## src/rtl/ddr_rpath_pkg.sv

```systemverilog
// ddr_rpath_pkg: shared state encodings and read-FIFO word layout for the DDR read path
package ddr_rpath_pkg;

    typedef enum logic {
        IDLE = 1'b0,
        HOLD = 1'b1
    } rpath_state_e;

    function automatic int rfifo_width(input int dq_width);
        return 2 * dq_width + 1;
    endfunction

    function automatic int rfifo_last_bit(input int dq_width);
        return 2 * dq_width;
    endfunction

endpackage

```

## src/rtl/ddr_rfifo.sv

```systemverilog
// ddr_rfifo: single-clock show-ahead FIFO with full/empty/level; a full FIFO still accepts a push paired with a pop
module ddr_rfifo #(
    parameter int WIDTH = 33,
    parameter int AW    = 4
) (
    input  logic             clk,
    input  logic             reset_n,
    input  logic             push,
    input  logic [WIDTH-1:0] push_data,
    input  logic             pop,
    output logic [WIDTH-1:0] pop_data,
    output logic             full,
    output logic             empty,
    output logic [AW:0]      level
);

    logic [WIDTH-1:0] mem_q [0:(1<<AW)-1];
    logic [AW:0]      wr_ptr_q, wr_ptr_d, rd_ptr_q, rd_ptr_d;
    logic             wr_en, rd_en;

    // occupancy flags, enables and next pointers; head reads as zero while empty
    always_comb begin
        level    = wr_ptr_q - rd_ptr_q;
        empty    = level == '0;
        full     = level[AW];
        rd_en    = pop & ~empty;
        wr_en    = push & (~full | rd_en);
        wr_ptr_d = wr_ptr_q + {{AW{1'b0}}, wr_en};
        rd_ptr_d = rd_ptr_q + {{AW{1'b0}}, rd_en};
        pop_data = empty ? '0 : mem_q[rd_ptr_q[AW-1:0]];
    end

    // storage array needs no reset; contents are only visible while non-empty
    always_ff @(posedge clk) begin
        if (wr_en) mem_q[wr_ptr_q[AW-1:0]] <= push_data;
    end

    // pointer registers
    always_ff @(posedge clk or negedge reset_n) begin
        if (!reset_n) begin
            wr_ptr_q <= '0;
            rd_ptr_q <= '0;
        end else begin
            wr_ptr_q <= wr_ptr_d;
            rd_ptr_q <= rd_ptr_d;
        end
    end

endmodule

```

## src/rtl/ddr_rpath.sv

```systemverilog
// ddr_rpath: DDR read data path - sample alignment, burst framing stage and read FIFO
// Optional burst/drop counters are enabled with `define DDR_RPATH_STATS_EN.
module ddr_rpath
    import ddr_rpath_pkg::*;
#(
    parameter int DQ_WIDTH     = 16,
    parameter int FIFO_AW      = 4,
    parameter int SAMPLE_DELAY = 2
) (
    input  logic                  clk,
    input  logic                  reset_n,
    input  logic                  sample,
    input  logic [DQ_WIDTH-1:0]   dq_rise,
    input  logic [DQ_WIDTH-1:0]   dq_fall,
    output logic [2*DQ_WIDTH-1:0] rd_data,
    output logic                  rd_last,
    output logic                  rd_valid,
    input  logic                  rd_ready,
    output logic [FIFO_AW:0]      rd_level,
    output logic                  rd_overflow,
    input  logic                  overflow_clr
`ifdef DDR_RPATH_STATS_EN
    ,
    output logic [15:0]           burst_cnt,
    output logic [15:0]           drop_cnt
`endif
);

    localparam int RW       = rfifo_width(DQ_WIDTH);
    localparam int LAST_BIT = rfifo_last_bit(DQ_WIDTH);

    logic                  samp_dly;
    rpath_state_e          state_q, state_d;
    logic [2*DQ_WIDTH-1:0] stage_q, stage_d;
    logic                  ovf_q, ovf_d;
    logic                  push, push_last, pop_fire, drop;
    logic                  fifo_full, fifo_empty;
    logic [RW-1:0]         fifo_head;

    generate
        if (SAMPLE_DELAY == 0) begin : g_nodly
            assign samp_dly = sample;
        end else begin : g_dly
            logic [SAMPLE_DELAY-1:0] dly_q, dly_d;
            // shift sample through SAMPLE_DELAY flops so it lines up with the capture pipeline
            always_comb begin
                dly_d[0] = sample;
                for (int i = 1; i < SAMPLE_DELAY; i++) dly_d[i] = dly_q[i-1];
            end
            // delay line register
            always_ff @(posedge clk or negedge reset_n) begin
                if (!reset_n) dly_q <= '0;
                else          dly_q <= dly_d;
            end
            assign samp_dly = dly_q[SAMPLE_DELAY-1];
        end
    endgenerate

    // framing FSM: the staged word is pushed one cycle later, marked last when the sample run ends
    always_comb begin
        state_d   = samp_dly ? HOLD : IDLE;
        stage_d   = samp_dly ? {dq_fall, dq_rise} : stage_q;
        push      = state_q == HOLD;
        push_last = ~samp_dly;
        pop_fire  = ~fifo_empty & rd_ready;
        drop      = push & fifo_full & ~pop_fire;
        ovf_d     = drop ? 1'b1 : (overflow_clr ? 1'b0 : ovf_q);
    end

    // stage, state and sticky overflow registers
    always_ff @(posedge clk or negedge reset_n) begin
        if (!reset_n) begin
            state_q <= IDLE;
            stage_q <= '0;
            ovf_q   <= 1'b0;
        end else begin
            state_q <= state_d;
            stage_q <= stage_d;
            ovf_q   <= ovf_d;
        end
    end

    ddr_rfifo #(
        .WIDTH (RW),
        .AW    (FIFO_AW)
    ) u_rfifo (
        .clk       (clk),
        .reset_n   (reset_n),
        .push      (push),
        .push_data ({push_last, stage_q}),
        .pop       (rd_ready),
        .pop_data  (fifo_head),
        .full      (fifo_full),
        .empty     (fifo_empty),
        .level     (rd_level)
    );

    assign rd_data     = fifo_head[LAST_BIT-1:0];
    assign rd_last     = fifo_head[LAST_BIT];
    assign rd_valid    = ~fifo_empty;
    assign rd_overflow = ovf_q;

`ifdef DDR_RPATH_STATS_EN
    logic [15:0] burst_cnt_q, burst_cnt_d, drop_cnt_q, drop_cnt_d;
    logic        burst_inc;

    // counters clear on overflow_clr, but a same-cycle increment wins and restarts at 1
    always_comb begin
        burst_inc   = push & push_last;
        burst_cnt_d = burst_inc ? (overflow_clr ? 16'd1 : burst_cnt_q + 16'd1)
                                : (overflow_clr ? 16'd0 : burst_cnt_q);
        drop_cnt_d  = drop ? (overflow_clr ? 16'd1 : drop_cnt_q + 16'd1)
                           : (overflow_clr ? 16'd0 : drop_cnt_q);
    end

    // statistics registers
    always_ff @(posedge clk or negedge reset_n) begin
        if (!reset_n) begin
            burst_cnt_q <= '0;
            drop_cnt_q  <= '0;
        end else begin
            burst_cnt_q <= burst_cnt_d;
            drop_cnt_q  <= drop_cnt_d;
        end
    end

    assign burst_cnt = burst_cnt_q;
    assign drop_cnt  = drop_cnt_q;
`endif

endmodule

```

## config.mk

```make
export PLATFORM = sky130hd
export DESIGN_NAME = ddr_rpath
export DESIGN_NICKNAME = d
export VERILOG_FILES = /design/src/rtl/ddr_rpath_pkg.sv /design/src/rtl/ddr_rfifo.sv /design/src/rtl/ddr_rpath.sv
export SDC_FILE = /design/constraint.sdc
export NUM_CORES = 1
export LEC_CHECK = 0
export CAP_MARGIN = 15
export CORE_MARGIN = 3
export CORE_UTILIZATION = 30
export DETAILED_ROUTE_END_ITERATION = 7
export HOLD_SLACK_MARGIN = 0.06
export RECOVER_POWER = 50
export SETUP_SLACK_MARGIN = 0.4
export SKIP_LAST_GASP = 1
export SYNTH_ARGS = -nofsm -noshare
export SYNTH_HDL_FRONTEND = slang
export SYNTH_HIERARCHICAL = 1
export SYNTH_SLANG_ARGS = --single-unit
```

## constraint.sdc

```tcl
create_clock -name clk -period 7.1 [get_ports clk]
set_clock_uncertainty 0.05 [all_clocks]
set_input_delay 2.13 -clock clk [delete_from_list [all_inputs] [get_ports clk]]
set_output_delay 2.13 -clock clk [all_outputs]
set_load 0.03 [all_outputs]
```

==> results.py <==
metrics = {
    "critical_path": {
        "reg2reg_depth": 8,
        "worstSetupPathType": "reg -> out",
        "crit_start": "u_rfifo/rd_ptr_q[0]$_DFF_PN0_",
        "r2r-start": "u_rfifo/rd_ptr_q[0]$_DFF_PN0_",
        "start_kind": "flip-flop",
        "worstPathCellList": "ha_1 -> fa_1 -> nand2b_1 -> a21oi_1 -> xor2_4 -> and3_1 -> inv_1 -> clkdlybuf4s50_1",
        "critPathCaptureType": "output pin",
        "crit_required_ns": 4.92,
        "endpoint": "rd_valid",
        "slowest_delay_ns": 0.70,
        "critPathSlowestCell": "dfrtp_4",
        "reg2reg_setup_slack_ns": 1.98,
        "cp.arrival_ns": 4.12,
        "r2r-end": "u_rfifo/mem_q[13][15]$_DFFE_PP_",
        "path_max_fanout": 31,
    },
    "floorplan": {
        "initial_core_util_pct": 30.6,
        "io_pins": 77,
        "dieArea_um2": 78600,
        "die_h_um": 280,
        "core_um2": 73700,
        "dieWidth_um": 280,
        "core.rowCount": 99,
    },
    "logic_synthesis": {
        "synth_nets": 1184,
        "ys_types": 37,
        "postSynthCellCount": 1138,
        "syn-cell-area_um2": 22600,
        "synth.avg_cell_area_um2": 19.8,
        "yosys_warnings": 6,
        "seq_area_frac_synth_pct": 75.3,
        "ys_seq_elements": 574,
    },
    "outcome": {
        "violations": "max-capacitance violations, max-slew violations",
        "status": "complete, but fails checks",
    },
    "place": {
        "place_ws_ns": 1.37,
        "io_buffers": 76,
        "gp_congestion": 0.727,
        "hpwl_mm": 27.4,
    },
    "clock_network": {
        "cts_buffers": 55,
        "clock_path_buffers": 3,
        "cts.root.buffer_cell": "clkbuf_16",
        "cts_max_level": 2,
        "cts_sinks": 574,
        "insertion_delay_ns": 0.59,
        "cts_tree": "yes",
        "clkTransAtPathRegs_ns": 0.06,
        "cts_setup_buffers": 0,
        "cts_hold_buf": 0,
        "cts_resized": 0,
    },
    "detailed_routing": {
        "viasPerCell": 5.01,
        "drc_errors": 0,
        "firstDrtPassIters": 5,
        "detail_route.wl_per_cell_um": 23.4,
        "via_count": 11200,
        "wirelength_mm": 52.3,
        "drtIter0Drc": 750,
        "ant_nets": 0,
    },
    "pwr": {
        "power.density_nw_per_um2": 463,
        "finalPower_uw": 12200,
        "vdd_drop_max_mv": 0.414,
        "p_leak_uw": 0.00860,
    },
    "flow_run": {
        "cap_violations": 2,
    },
    "cells_and_area": {
        "nets": 1275,
        "area_delta_synth_final_pct": 16.7,
        "drive_above_1_share_pct": 19.7,
        "diodes": 0,
        "layout_commonest_cell": "edfxtp_1",
        "final_cell_mix": "edfxtp_1, mux2i_1, mux4_2, a221oi_1, clkbuf_16",
    },
    "grt": {
        "grt_pass1_vias": 11700,
        "antenna_found_initial": 0,
        "grt_first_pass_wirelength_mm": 77.5,
        "grt_usage_pct": 13.2,
        "grt_max_degree": 137,
        "overflow": 0,
    },
    "timing": {
        "finalHoldViolCount": 0,
        "fin_crit_sh_pct": 88.8,
        "tns_ns": 0,
        "worst_slew_pin_slew_ns": 3.25,
        "setup_viol": 0,
        "setup_slack_ns": 0.796,
        "relSlewSlack_pct": -117,
        "rsz0062_at_grt": "false",
        "report.final.slew_viol_count": 82,
        "period_needed_ns": 6.30,
        "fmax_ghz": 0.159,
    },
    "min_path": {
        "min_from": "g_dly.dly_q[0]$_DFF_PN0_",
        "min_path_type": "reg -> reg",
    },
}
==> report_power, final <==
group	internal [uW]	switching (uW)
combinational	1810	3150
clock	1640	1210
sequential	4120	258
total	7570	4620
==> per-stage QoR <==
stage / instance area, um^2 / std cells / hold slack (ns) / utilization (%)
3_3_place_gp: 24700 / 2131 / 0.289 / 33.5
5_1_grt: 26400 / 2234 / 0.330 / 35.8
2_1_floorplan: 22600 / 1138 / 0.281 / -
4_1_cts: 26500 / 2234 / 0.303 / 35.9
6_report: 26400 / 2234 / 0.300 / 35.8
3_5_place_dp: 24700 / 2131 / 0.289 / 33.5
==> synthesized netlist by cell type (all sizes together) <==
cell type,count,share of area [%]
a211oi,16,0.71
inv,11,0.18
fa,1,0.089
mux2,32,2.1
nor3,1,0.044
xnor2,6,0.23
o22ai,1,0.028
and3,1,0.028
o21ai,67,1.5
buf,38,1.4
a32oi,33,1.3
clkbuf,39,0.65
nand3,6,0.13
nand2,16,0.27
nor2b,4,0.11
xor2,4,0.19
dfrtp,46,5.1
clkinv,3,0.050
mux4,66,6.6
nor2,6,0.10
and2,2,0.055
mux2i,132,5.9
a21oi,3,0.066
edfxtp,528,70
nand2b,1,0.028
a31oi,1,0.028
ha,8,0.44
a221oi,66,2.6
==> routing by layer <==
metal	GRT usage (%)	vias to the layer above	part of all wire, %
li1	-	4903	-
met1	17.6	5946	43
met2	22.3	257	49
met3	2.14	90	4.6
met4	4.07	0	2.7
met5	0	-	0
==> critical path: cells and delay by family, from the launching register on <==
family,cells,cell delay [ns]
AO/OA/AOI/OAI,1,0.32
XOR/XNOR,1,0.67
adder cells (fa/ha/maj),2,0.72
buffers and inverters,2,0.64
flip-flops,1,0.70
AND/OR/NAND/NOR,2,0.51
==> area by class of cell <==
| type | count | area [um^2] |
|---|---|---|
| sequential | 574 | 17000 |
| clock inverter | 37 | 304 |
| multi-input combinational | 473 | 5140 |
| timing repair buffer | 111 | 1150 |
| tap | 959 | 1200 |
| inverter | 14 | 52.6 |
| clock buffer | 66 | 1490 |
| fill | 6747 | 47400 |
==> worst min path at each step <==
stage,to,slack [ns],depth (start not counted)
6_report,g_dly.dly_q[1]$_DFF_PN0_,0.30,0
3_3_place_gp,g_dly.dly_q[1]$_DFF_PN0_,0.29,0
2_1_floorplan,g_dly.dly_q[1]$_DFF_PN0_,0.28,0
4_1_cts,g_dly.dly_q[1]$_DFF_PN0_,0.30,0
3_5_place_dp,g_dly.dly_q[1]$_DFF_PN0_,0.29,0
5_1_grt,g_dly.dly_q[1]$_DFF_PN0_,0.33,0
==> cell families after synthesis <==
logic type      share of synthesized area (%)
xor+xnor                                0.421
flops                                    75.3
buf+inv                                  2.28
fa+ha+maj                               0.532
mux                                      14.5
compound gates                           6.16
simple gates                            0.765
==> state kept, by name, summed over array words and instances, names as in the netlist <==
name              cells
u_rfifo/rd_ptr_q      5
g_dly.dly_q           2
stage_q              32
rd_overflow           1
u_rfifo/mem_q       528
push                  1
u_rfifo/wr_ptr_q      5
Note: power is estimated with default switching activity, not from simulation.
